`src/rtl/jamma_pkg.sv`:
```
`default_nettype none
// ============================================================================
// Module   : jamma_pkg
// Brief    : Shared types and constants for the JAMMA input scanner.
// Revision : 1.0 - initial release
// ============================================================================
package jamma_pkg;

  // Scan sequencer states: settle then sample, once per player.
  typedef enum logic [1:0] {
    S1_SETTLE = 2'd0,
    S1_SAMPLE = 2'd1,
    S2_SETTLE = 2'd2,
    S2_SAMPLE = 2'd3
  } scan_state_t;

  // Idle (nothing pressed) value of an active-low player word.
  localparam logic [7:0] JOY_IDLE = 8'hFF;

  localparam int DEF_SETTLE_CYC  = 16;
  localparam int DEF_DEB_SAMPLES = 4;

endpackage
`default_nettype wire

```
`src/rtl/jamma_debounce_bit.sv`:
```
`default_nettype none
// ============================================================================
// Module   : jamma_debounce_bit
// Brief    : Single-bit scan-rate debouncer. The output follows the raw
//            sample only after DEB_SAMPLES consecutive enabled samples
//            disagree with it; any agreeing sample restarts the count.
// Revision : 1.0 - initial release
// ============================================================================
module jamma_debounce_bit #(
  parameter int   DEB_SAMPLES = 4,
  parameter logic RST_VAL     = 1'b1
) (
  input  logic clk,
  input  logic rst_n,
  input  logic en,
  input  logic raw,
  output logic q
);

  logic [3:0] r_cnt;
  logic       r_q;

  // Count disagreeing samples; flip the output on the last one.
  always_ff @(posedge clk or negedge rst_n) begin
    if (!rst_n) begin
      r_cnt <= 4'd0;
      r_q   <= RST_VAL;
    end else if (en) begin
      if (raw == r_q) begin
        r_cnt <= 4'd0;
      end else if (r_cnt == 4'(DEB_SAMPLES - 1)) begin
        r_cnt <= 4'd0;
        r_q   <= raw;
      end else begin
        r_cnt <= r_cnt + 4'd1;
      end
    end
  end

  assign q = r_q;

endmodule
`default_nettype wire

```
`src/rtl/jamma_input_scanner.sv`:
```
`default_nettype none
// ============================================================================
// Module   : jamma_input_scanner
// Brief    : Scans the shared JAMMA bus for two players via jselect, merges
//            the local DB9 joystick into player 1, and turns asynchronous
//            coin switches into one-cycle pulses.
//            Build option: define JAMMA_DEBOUNCE_EN to add per-bit scan-rate
//            debouncing on joy1/joy2 (default: direct raw capture).
// Revision : 1.0 - initial release
// ============================================================================
module jamma_input_scanner
  import jamma_pkg::*;
#(
  parameter int SETTLE_CYC  = DEF_SETTLE_CYC,
  parameter int DEB_SAMPLES = DEF_DEB_SAMPLES
) (
  input  logic       clk,
  input  logic       rst_n,
  input  logic [7:0] jjoy,
  input  logic [5:0] local_joy,
  input  logic [1:0] jcoin,
  output logic       jselect,
  output logic [7:0] joy1,
  output logic [7:0] joy2,
  output logic [1:0] coin_pulse,
  output logic       scan_done
);

  // Configurations outside the legal ranges are not supported.
  generate
    if (SETTLE_CYC < 1 || SETTLE_CYC > 255 || DEB_SAMPLES < 2 || DEB_SAMPLES > 15) begin : g_param_range
    end
  endgenerate

  scan_state_t r_state;
  scan_state_t w_state_nxt;
  logic [7:0]  r_settle_cnt;
  logic [7:0]  w_settle_cnt_nxt;
  logic        w_jselect_nxt;
  logic        w_s1_sample;
  logic        w_s2_sample;
  logic [7:0]  w_raw1;
  logic [7:0]  w_raw2;
  logic        r_jselect;
  logic        r_scan_done;

  // State and settle counter register.
  always_ff @(posedge clk or negedge rst_n) begin
    if (!rst_n) begin
      r_state      <= S1_SETTLE;
      r_settle_cnt <= 8'(SETTLE_CYC);
    end else begin
      r_state      <= w_state_nxt;
      r_settle_cnt <= w_settle_cnt_nxt;
    end
  end

  // Next-state logic: count down the settle time, then sample for one cycle.
  always_comb begin
    w_state_nxt      = r_state;
    w_settle_cnt_nxt = r_settle_cnt;
    case (r_state)
      S1_SETTLE: begin
        if (r_settle_cnt <= 8'd1) w_state_nxt = S1_SAMPLE;
        else                      w_settle_cnt_nxt = r_settle_cnt - 8'd1;
      end
      S1_SAMPLE: begin
        w_state_nxt      = S2_SETTLE;
        w_settle_cnt_nxt = 8'(SETTLE_CYC);
      end
      S2_SETTLE: begin
        if (r_settle_cnt <= 8'd1) w_state_nxt = S2_SAMPLE;
        else                      w_settle_cnt_nxt = r_settle_cnt - 8'd1;
      end
      S2_SAMPLE: begin
        w_state_nxt      = S1_SETTLE;
        w_settle_cnt_nxt = 8'(SETTLE_CYC);
      end
      default: begin
        w_state_nxt      = S1_SETTLE;
        w_settle_cnt_nxt = 8'(SETTLE_CYC);
      end
    endcase
    w_jselect_nxt = (w_state_nxt == S2_SETTLE) || (w_state_nxt == S2_SAMPLE);
  end

  assign w_s1_sample = (r_state == S1_SAMPLE);
  assign w_s2_sample = (r_state == S2_SAMPLE);
  assign w_raw1      = jjoy & {2'b11, local_joy};
  assign w_raw2      = jjoy;

  // Registered mux select and end-of-scan strobe, both derived from state.
  always_ff @(posedge clk or negedge rst_n) begin
    if (!rst_n) begin
      r_jselect   <= 1'b0;
      r_scan_done <= 1'b0;
    end else begin
      r_jselect   <= w_jselect_nxt;
      r_scan_done <= w_s2_sample;
    end
  end

  assign jselect   = r_jselect;
  assign scan_done = r_scan_done;

`ifdef JAMMA_DEBOUNCE_EN
  // One debouncer per player bit, strobed by that player's sample state.
  generate
    for (genvar i = 0; i < 8; i++) begin : g_deb
      jamma_debounce_bit #(
        .DEB_SAMPLES (DEB_SAMPLES),
        .RST_VAL     (JOY_IDLE[i])
      ) u_deb_p1 (
        .clk   (clk),
        .rst_n (rst_n),
        .en    (w_s1_sample),
        .raw   (w_raw1[i]),
        .q     (joy1[i])
      );
      jamma_debounce_bit #(
        .DEB_SAMPLES (DEB_SAMPLES),
        .RST_VAL     (JOY_IDLE[i])
      ) u_deb_p2 (
        .clk   (clk),
        .rst_n (rst_n),
        .en    (w_s2_sample),
        .raw   (w_raw2[i]),
        .q     (joy2[i])
      );
    end
  endgenerate
`else
  logic [7:0] r_joy1;
  logic [7:0] r_joy2;

  // Capture each player's word at the end of its sample cycle.
  always_ff @(posedge clk or negedge rst_n) begin
    if (!rst_n) begin
      r_joy1 <= JOY_IDLE;
      r_joy2 <= JOY_IDLE;
    end else begin
      if (w_s1_sample) r_joy1 <= w_raw1;
      if (w_s2_sample) r_joy2 <= w_raw2;
    end
  end

  assign joy1 = r_joy1;
  assign joy2 = r_joy2;
`endif

  logic [1:0] r_coin_s1;
  logic [1:0] r_coin_s2;
  logic [1:0] r_coin_prev;
  logic [1:0] r_coin_pulse;
  logic [2:0] r_coin_live;

  // Coin synchroniser plus falling-edge detect. r_coin_live marks when the
  // edge-detect flop holds a real sample rather than its reset value, so a
  // coin held low across reset release never looks like a new insertion.
  always_ff @(posedge clk or negedge rst_n) begin
    if (!rst_n) begin
      r_coin_s1    <= 2'b11;
      r_coin_s2    <= 2'b11;
      r_coin_prev  <= 2'b11;
      r_coin_live  <= 3'b000;
      r_coin_pulse <= 2'b00;
    end else begin
      r_coin_s1    <= jcoin;
      r_coin_s2    <= r_coin_s1;
      r_coin_prev  <= r_coin_s2;
      r_coin_live  <= {r_coin_live[1:0], 1'b1};
      r_coin_pulse <= {2{r_coin_live[2]}} & r_coin_prev & ~r_coin_s2;
    end
  end

  assign coin_pulse = r_coin_pulse;

endmodule
`default_nettype wire

```
`config.mk`:
```
export PLATFORM = sky130hd
export DESIGN_NAME = jamma_input_scanner
export DESIGN_NICKNAME = d
export VERILOG_FILES = /design/src/rtl/jamma_pkg.sv /design/src/rtl/jamma_debounce_bit.sv /design/src/rtl/jamma_input_scanner.sv
export SDC_FILE = /design/constraint.sdc
export NUM_CORES = 1
export LEC_CHECK = 0
export ABC_CLOCK_PERIOD_IN_PS = 2000
export CAP_MARGIN = 20
export CORE_UTILIZATION = 47
export CTS_CLUSTER_DIAMETER = 60
export CTS_CLUSTER_SIZE = 30
export DETAILED_ROUTE_END_ITERATION = 7
export PLACE_DENSITY_LB_ADDON = 0.3
export SETUP_SLACK_MARGIN = 0.1
export SYNTH_ARGS = -nofsm -noshare
export SYNTH_HDL_FRONTEND = slang
export SYNTH_HIERARCHICAL = 1
export SYNTH_SLANG_ARGS = --single-unit
```
`constraint.sdc`:
```
create_clock -name clk -period 2 [get_ports clk]
set_clock_uncertainty 0.15 [all_clocks]
set_input_delay 0.4 -clock clk [delete_from_list [all_inputs] [get_ports clk]]
set_output_delay 0.4 -clock clk [all_outputs]
set_load 0.01 [all_outputs]
```
==> run_summary.xml, run 1 <==
<?xml version="1.0" encoding="UTF-8"?>
<metrics>
  <group name="status">
    <metric name="run_status" unit="">complete, no violations</metric>
  </group>
  <group name="detailed_routing">
    <metric name="dr.first_iter.drc_count" unit="">56</metric>
    <metric name="drc" unit="">0</metric>
    <metric name="first_pass_iters" unit="">4</metric>
    <metric name="antenna_left" unit="">0</metric>
    <metric name="routed_wirelength" unit="um">2800</metric>
    <metric name="post_drt_via_cell_ratio" unit="">5.15</metric>
    <metric name="route.vias.total" unit="">1087</metric>
    <metric name="detail_route.wl_per_cell" unit="um">13.3</metric>
  </group>
  <group name="global_routing">
    <metric name="groute.usage.overall" unit="%">18.5</metric>
    <metric name="largest_net_degree_at_the_start_of_global_routing" unit="">39</metric>
    <metric name="grt_pass1_wl" unit="um">4640</metric>
    <metric name="first_global_vias" unit="">1040</metric>
    <metric name="grt_remaining_overflow" unit="">0</metric>
    <metric name="antenna_violations_before_repair" unit="">0</metric>
  </group>
  <group name="setup_path">
    <metric name="critical_path.endpoint_type" unit="">register</metric>
    <metric name="critPathRequiredTime" unit="ns">2.09</metric>
    <metric name="timing.reg2reg.setup_slack" unit="ns">0.16</metric>
    <metric name="worst-endpoint-arrival" unit="ns">1.93</metric>
    <metric name="r2r_end" unit="">r_settle_cnt[1]</metric>
    <metric name="timing_worst_setup_path_type" unit="">register to register</metric>
    <metric name="worst_r2r_path_depth" unit="">5</metric>
    <metric name="timing.rr.start" unit="">r_settle_cnt[0]</metric>
    <metric name="critPathLaunchType" unit="">register</metric>
    <metric name="critical_path.max_fanout" unit="">6</metric>
    <metric name="worstSetupStartpoint" unit="">r_settle_cnt[0]</metric>
  </group>
  <group name="pwr">
    <metric name="p_clk_share" unit="%">29.4</metric>
    <metric name="irDropWorstVdd" unit="V">0.000586</metric>
    <metric name="share_comb_of_total_power" unit="%">7.8</metric>
    <metric name="internal-power" unit="uW">1010</metric>
    <metric name="p_sw" unit="uW">303</metric>
    <metric name="post-layout-total-power" unit="uW">1310</metric>
    <metric name="seqPwrFrac" unit="%">62.8</metric>
    <metric name="powerDensity" unit="nW/um2">640</metric>
    <metric name="p_sw_share" unit="%">23.1</metric>
    <metric name="p_leak" unit="uW">0.000894</metric>
  </group>
  <group name="cts">
    <metric name="clockBufferDepth" unit="">2</metric>
    <metric name="cts.clk_slew.worst_paths" unit="ns">0.12</metric>
    <metric name="numCtsBuffers" unit="">5</metric>
    <metric name="cts_tree" unit="">done</metric>
    <metric name="clock-sinks" unit="">38</metric>
    <metric name="htree_num_levels" unit="">2</metric>
    <metric name="clk-insertion-delay-late" unit="ns">0.34</metric>
    <metric name="clk_root_buffer_cell" unit="">sky130_fd_sc_hd__clkbuf_4</metric>
  </group>
  <group name="layout">
    <metric name="antenna_cells" unit="">0</metric>
    <metric name="layoutNonFillerInstCount" unit="">211</metric>
    <metric name="num-fill-cells" unit="">249</metric>
    <metric name="final_layout_size_suffix_gt1_share" unit="%">33.5</metric>
    <metric name="area_growth_syn_to_layout" unit="%">32.3</metric>
    <metric name="final_nets" unit="">190</metric>
  </group>
  <group name="yosys">
    <metric name="synthCells" unit="">120</metric>
    <metric name="synthesis.nets" unit="">144</metric>
    <metric name="sequential_to_total_area_share_from_yosys_stat" unit="%">63.3</metric>
    <metric name="number_of_warnings_printed_during_yosys_synthesis" unit="">6</metric>
    <metric name="synth_area" unit="um2">1550</metric>
    <metric name="synth_seq_cells" unit="">38</metric>
    <metric name="synth.distinct_cells" unit="">29</metric>
    <metric name="postSynthAreaPerCell" unit="um2">12.9</metric>
  </group>
  <group name="hold_path">
    <metric name="hold_sp" unit="">r_coin_s1[1]</metric>
    <metric name="hold_path_end" unit="">r_coin_s2[1]</metric>
    <metric name="hold_path_depth" unit="">0</metric>
    <metric name="hold_path_class" unit="">register to register</metric>
  </group>
  <group name="timing">
    <metric name="maxSlewViolCount" unit="">0</metric>
    <metric name="final_min_period_over_clock_period" unit="%">91.8</metric>
    <metric name="maxClockFrequency" unit="MHz">545</metric>
    <metric name="timing.final.setup_violations" unit="">0</metric>
    <metric name="setup-tns-final" unit="ns">0</metric>
    <metric name="setup_repair_after_global_routing_missed_its_margin" unit="">no</metric>
    <metric name="timing_hold_violations_final" unit="">0</metric>
    <metric name="final_period_minus_worst_setup_slack" unit="ns">1.84</metric>
  </group>
  <group name="floorplanning">
    <metric name="initial_core_util" unit="%">50.3</metric>
    <metric name="ios" unit="">38</metric>
    <metric name="dieHeight" unit="um">59.4</metric>
    <metric name="coreArea" unit="um2">3080</metric>
    <metric name="fp.dieArea" unit="um2">3530</metric>
    <metric name="placement_rows" unit="">20</metric>
    <metric name="die_width" unit="um">59.4</metric>
  </group>
  <group name="placement">
    <metric name="dpl_wire_length" unit="um">2010</metric>
    <metric name="gp_congestion" unit="">0.824</metric>
    <metric name="portBuffers" unit="">37</metric>
    <metric name="placedCellCount" unit="">201</metric>
  </group>
  <group name="job">
    <metric name="maxCapViolCount" unit="">0</metric>
  </group>
</metrics>
kinds of logic (layout without fill, tap and decap cells):
family | Yosys count | in the layout | share of synthesized area, %
muxes | 13 | 13 | 9.86
DFF | 38 | 38 | 63.3
and+or+nand+nor | 29 | 29 | 10.3
adders and majority gates | 6 | 6 | 4.85
buffers and inverters | 15 | 62 | 3.72
AOI/OAI and AO/OA | 18 | 18 | 7.76
other | 1 | 1 | 0.242
how the worst max path moves through the flow:
stage                 endpoint  slack (ns)  depth (start not counted)
6_report       r_settle_cnt[1]        0.16                          5
5_1_grt        r_settle_cnt[0]        0.09                          5
4_1_cts        r_settle_cnt[1]        0.11                          5
3_5_place_dp   r_settle_cnt[1]        0.12                          5
3_3_place_gp   r_settle_cnt[1]        0.19                          5
2_1_floorplan  r_settle_cnt[2]        0.22                          6
cell usage after synthesis, drive strengths merged:
cell | count | area [um2]
nor3 | 3 | 26.3
conb | 1 | 3.75
o311ai | 2 | 17.5
or3 | 3 | 23.8
a21oi | 1 | 5.00
nand3 | 8 | 40.0
mux2 | 12 | 143
o22ai | 2 | 12.5
or2 | 1 | 6.26
dfrtp | 15 | 375
nand3b | 1 | 7.51
o2111ai | 2 | 17.5
nor2 | 8 | 30.0
ha | 6 | 75.1
nand2 | 4 | 15.0
a21o | 1 | 7.51
inv | 12 | 45.0
clkbuf | 2 | 7.51
and4 | 1 | 10.0
dfstp | 23 | 604
buf | 1 | 5.00
a211oi | 1 | 7.51
o21ai | 7 | 35.0
o31ai | 1 | 7.51
mux2i | 1 | 10.0
o22a | 1 | 10.0
cell usage in the layout, fill, tap and decap left out, drive strengths merged, types with 3 or more instances in the layout:
cell and count:
o21ai 7, nand2 4, nor2 8, nand3 8, clkbuf 5, nor3 3, dfrtp 15, dfstp 23
mux2 12, or3 3, dlygate4sd2 17, inv 12, buf 5, clkdlybuf4s50 20, ha 6
worst max-delay path, stage by stage (launching register included):
cell,delay (ns)
sky130_fd_sc_hd__dfrtp_2,0.46
sky130_fd_sc_hd__inv_1,0.07
sky130_fd_sc_hd__ha_2,0.22
sky130_fd_sc_hd__o22ai_2,0.14
sky130_fd_sc_hd__nor3_4,0.36
sky130_fd_sc_hd__mux2_4,0.33
state kept, by name (all words and copies together) (netlist names):
| register | count |
|---|---|
| coin_pulse | 2 |
| joy1 | 8 |
| joy2 | 8 |
| jselect | 1 |
| r_coin_live | 3 |
| r_coin_prev | 2 |
| r_coin_s1 | 2 |
| r_coin_s2 | 2 |
| r_settle_cnt | 8 |
| r_state | 1 |
| scan_done | 1 |
routing by layer:
layer	part of all wire, %	global-route usage, %
met3	11	7.21
met1	40	21.7
met5	0	0
met4	1.7	8.16
met2	47	30.2
cell type report:
type | instances | area, um2 | share of cell area, %
Timing Repair Buffer | 42 | 387 | 18.9
Clock buffer | 5 | 37.5 | 1.83
Tap cell | 44 | 55.1 | 2.69
Sequential cell | 38 | 981 | 47.9
Inverter | 12 | 45.0 | 2.20
Clock inverter | 3 | 21.3 | 1.04
Multi-Input combinational cell | 67 | 522 | 25.5
through the flow:
step	hold WS (ns)	setup slack, ns	instance area [um2]	util [%]
4_1_cts	0.213	0.107	2020	65.7
5_1_grt	0.218	0.0933	2050	66.5
3_5_place_dp	0.186	0.123	1980	64.4
2_1_floorplan	-0.0456	0.219	1550	-
3_3_place_gp	0.186	0.189	1980	64.4
6_report	0.213	0.163	2050	66.5
power by group through the flow:
stage / Sequential (uW) / Clock [uW] / Combinational (uW)
2_1_floorplan: 847 / 0 / 15.0
4_1_cts: 825 / 406 / 104
3_3_place_gp: 836 / 0 / 113
5_1_grt: 828 / 434 / 113
6_report: 824 / 385 / 102
3_5_place_dp: 839 / 0 / 116
what timing repair did:
| action | CTS | global route |
|---|---|---|
| setup buffers | 0 | 2 |
| hold buffers | 0 | 0 |
| resized for setup | 17 | 4 |
| endpoints found under the setup margin | 17 | 4 |
| pin swaps | 0 | 1 |
Power figures use the tool's default switching activity.
==> run 2, diff against run 1 <==
--- a/config.mk
+++ b/config.mk
@@ -11,6 +11,7 @@
 export CTS_CLUSTER_DIAMETER = 60
 export CTS_CLUSTER_SIZE = 30
 export DETAILED_ROUTE_END_ITERATION = 7
+export HOLD_SLACK_MARGIN = 0.15
 export PLACE_DENSITY_LB_ADDON = 0.3
 export SETUP_SLACK_MARGIN = 0.1
 export SYNTH_ARGS = -nofsm -noshare
==> results of run 2 <==
Final layout, timing and power as in run 1 (identical DEF).
==> run 3, diff against run 2 <==
--- a/config.mk
+++ b/config.mk
@@ -7,13 +7,14 @@
 export LEC_CHECK = 0
 export ABC_CLOCK_PERIOD_IN_PS = 2000
 export CAP_MARGIN = 20
-export CORE_UTILIZATION = 47
+export CORE_UTILIZATION = 48
 export CTS_CLUSTER_DIAMETER = 60
 export CTS_CLUSTER_SIZE = 30
 export DETAILED_ROUTE_END_ITERATION = 7
 export HOLD_SLACK_MARGIN = 0.15
 export PLACE_DENSITY_LB_ADDON = 0.3
 export SETUP_SLACK_MARGIN = 0.1
+export SLEW_MARGIN = 20
 export SYNTH_ARGS = -nofsm -noshare
 export SYNTH_HDL_FRONTEND = slang
 export SYNTH_HIERARCHICAL = 1
==> run 3 against run 2 <==
Routed wire length rose by 2.1%. Total power is 8.4% higher. Worst hold slack got worse by 0.0056 ns. Combinational power about the same. Clock power up 29%. Global-route usage is 0.84 points higher. Critical path depth unchanged. Clock-buffer cell count up 2. Final cell count is 0.47% lower. Fmax up 0.45%. Critical endpoint is now r_settle_cnt[0]. Largest power group unchanged.
==> run_summary.xml, run 3 (synthesis gave the netlist of run 1 again) <==
<?xml version="1.0" encoding="UTF-8"?>
<metrics>
  <group name="placement">
    <metric name="cell_area_reported_after_detailed_placement" unit="um2">1980</metric>
    <metric name="placedCellCount" unit="">201</metric>
    <metric name="portBuffers" unit="">37</metric>
    <metric name="gp_congestion" unit="">0.789</metric>
    <metric name="dp_worst_setup_slack" unit="ns">0.0914</metric>
    <metric name="dpl_wire_length" unit="um">2090</metric>
  </group>
  <group name="setup_path">
    <metric name="critPathLaunchType" unit="">register</metric>
    <metric name="critical_path.endpoint_type" unit="">register</metric>
    <metric name="timing.reg2reg.setup_slack" unit="ns">0.17</metric>
    <metric name="crit_slowest_cell" unit="">sky130_fd_sc_hd__dfrtp_1</metric>
    <metric name="critical_path_cell_count" unit="">5</metric>
    <metric name="cpPeakStageDelay" unit="ns">0.44</metric>
    <metric name="r2r_end" unit="">r_settle_cnt[0]</metric>
    <metric name="worstSetupStartpoint" unit="">r_settle_cnt[0]</metric>
    <metric name="critical_path.max_fanout" unit="">6</metric>
    <metric name="cp_num_buf_inv" unit="">1</metric>
    <metric name="timing_worst_setup_path_type" unit="">register to register</metric>
    <metric name="critPathRequiredTime" unit="ns">2.08</metric>
    <metric name="path_cells" unit="">inv_1 &gt; ha_1 &gt; o22ai_2 &gt; nor3_4 &gt; mux2_4</metric>
    <metric name="timing.rr.start" unit="">r_settle_cnt[0]</metric>
    <metric name="critPathTopFamily" unit="">flip-flops</metric>
    <metric name="critical_path.endpoint" unit="">r_settle_cnt[0]</metric>
    <metric name="worst_r2r_path_depth" unit="">5</metric>
    <metric name="worst-endpoint-arrival" unit="ns">1.90</metric>
  </group>
  <group name="cts">
    <metric name="cts_hold_buf" unit="">0</metric>
    <metric name="cts.clk_slew.worst_paths" unit="ns">0.10</metric>
    <metric name="clockBufferDepth" unit="">2</metric>
    <metric name="clock-sinks" unit="">38</metric>
    <metric name="clk-insertion-delay-late" unit="ns">0.34</metric>
    <metric name="numCtsBuffers" unit="">5</metric>
    <metric name="cts_tree" unit="">done</metric>
    <metric name="htree_num_levels" unit="">2</metric>
    <metric name="clk_root_buffer_cell" unit="">sky130_fd_sc_hd__clkbuf_4</metric>
  </group>
  <group name="timing">
    <metric name="maxClockFrequency" unit="MHz">547</metric>
    <metric name="setup-tns-final" unit="ns">0</metric>
    <metric name="fin_ws" unit="ns">0.172</metric>
    <metric name="timing_hold_violations_final" unit="">0</metric>
    <metric name="maxSlewViolCount" unit="">0</metric>
    <metric name="timing.final.setup_violations" unit="">0</metric>
    <metric name="setup_repair_after_global_routing_missed_its_margin" unit="">no</metric>
    <metric name="final_period_minus_worst_setup_slack" unit="ns">1.83</metric>
    <metric name="final_min_period_over_clock_period" unit="%">91.4</metric>
  </group>
  <group name="floorplanning">
    <metric name="dieHeight" unit="um">58.8</metric>
    <metric name="fp.dieArea" unit="um2">3460</metric>
    <metric name="die_width" unit="um">58.8</metric>
    <metric name="placement_rows" unit="">20</metric>
    <metric name="ios" unit="">38</metric>
    <metric name="coreArea" unit="um2">3050</metric>
    <metric name="initial_core_util" unit="%">50.7</metric>
  </group>
  <group name="layout">
    <metric name="mostFrequentLayoutCells" unit="">23 x sky130_fd_sc_hd__dfstp_2, 20 x sky130_fd_sc_hd__clkdlybuf4s50_1, 16 x sky130_fd_sc_hd__dlygate4sd2_1, 15 x sky130_fd_sc_hd__dfrtp_1, 12 x sky130_fd_sc_hd__inv_1</metric>
    <metric name="num-fill-cells" unit="">228</metric>
    <metric name="multi_input_comb_area" unit="um2">517</metric>
    <metric name="sequential_cell_area_in_the_final_layout" unit="um2">980</metric>
    <metric name="final_nets" unit="">189</metric>
    <metric name="finalInstanceArea" unit="um2">2050</metric>
    <metric name="final_layout_size_suffix_gt1_share" unit="%">30.1</metric>
    <metric name="layoutNonFillerInstCount" unit="">210</metric>
    <metric name="most_common_library_cell_in_the_layout_ignoring_fill_and_taps" unit="">sky130_fd_sc_hd__dfstp_2</metric>
    <metric name="antenna_cells" unit="">0</metric>
    <metric name="area_growth_syn_to_layout" unit="%">32.7</metric>
  </group>
  <group name="global_routing">
    <metric name="antenna_violations_before_repair" unit="">0</metric>
    <metric name="groute.usage.overall" unit="%">19.4</metric>
    <metric name="largest_net_degree_at_the_start_of_global_routing" unit="">39</metric>
    <metric name="grt_pass1_wl" unit="um">4870</metric>
    <metric name="first_global_vias" unit="">1091</metric>
    <metric name="grt_remaining_overflow" unit="">0</metric>
  </group>
  <group name="detailed_routing">
    <metric name="dr.first_iter.drc_count" unit="">51</metric>
    <metric name="first_pass_iters" unit="">4</metric>
    <metric name="route.vias.total" unit="">1031</metric>
    <metric name="detail_route.wl_per_cell" unit="um">13.6</metric>
    <metric name="antenna_left" unit="">0</metric>
    <metric name="post_drt_via_cell_ratio" unit="">4.91</metric>
    <metric name="drc" unit="">0</metric>
    <metric name="routed_wirelength" unit="um">2860</metric>
  </group>
  <group name="pwr">
    <metric name="powerDensity" unit="nW/um2">692</metric>
    <metric name="p_leak" unit="uW">0.000901</metric>
    <metric name="post-layout-total-power" unit="uW">1420</metric>
    <metric name="irDropWorstVdd" unit="V">0.000439</metric>
  </group>
  <group name="job">
    <metric name="maxCapViolCount" unit="">0</metric>
  </group>
  <group name="status">
    <metric name="run_status" unit="">complete, no violations</metric>
  </group>
  <group name="hold_path">
    <metric name="hold_path_class" unit="">register to register</metric>
  </group>
</metrics>
==> run 3: cell types whose count changed in the layout (fill, tap and decap cells not counted), sizes merged <==
cell          before  now
clkbuf             5    7
clkinv             2    0
buf                5    4
bufinv             0    1
clkinvlp           1    0
dlygate4sd2       17   16
dlymetal6s2s       0    1
==> run 3: worst min path at each step <==
stage              startpoint        endpoint  slack [ns]  cells after the start
6_report       r_coin_live[1]  r_coin_live[2]        0.21                      0
3_3_place_gp   r_coin_live[1]  r_coin_live[2]        0.19                      0
5_1_grt        r_coin_live[1]  r_coin_live[2]        0.21                      0
2_1_floorplan           rst_n   coin_pulse[0]       -0.05                      0
3_5_place_dp   r_coin_live[1]  r_coin_live[2]        0.19                      0
4_1_cts        r_coin_live[1]  r_coin_live[2]        0.21                      0
==> run 3: cell type report <==
type                    instances  share of cell area (%)
flip-flops and latches         38                    47.7
clock inverters                 1                    1.46
repair buffers                 41                    18.6
multi-input cells              67                    25.2
clock buffers                   7                    2.19
inverters                      12                    2.19
well taps                      44                    2.68
==> run 3: what timing repair did <==
item,4_1_cts,5_1_grt
buffers inserted,1,0
gates cloned,0,0
setup endpoints to repair,18,3
gates resized for setup,17,1
pin swaps,1,1
==> run 3: stage by stage <==
stage / hold slack (ns) / utilization, %
finish: 0.208 / 67.3
detailed placement: 0.186 / 65.0
global placement: 0.185 / 65.0
CTS: 0.211 / 67.2
global route: 0.213 / 67.3
floorplan: -0.0456 / -
==> run 3: where the power goes <==
part | internal, uW | switching (uW) | total (uW)
registers | 813 | 10.9 | 824
logic | 58.6 | 43.3 | 102
clock network | 265 | 231 | 496
==> run 3: per-layer routing <==
metal	track usage [%]	wire [um]
met5	0	0
met4	7.14	46
met3	7.47	220
met2	32.3	1350
met1	22.7	1240
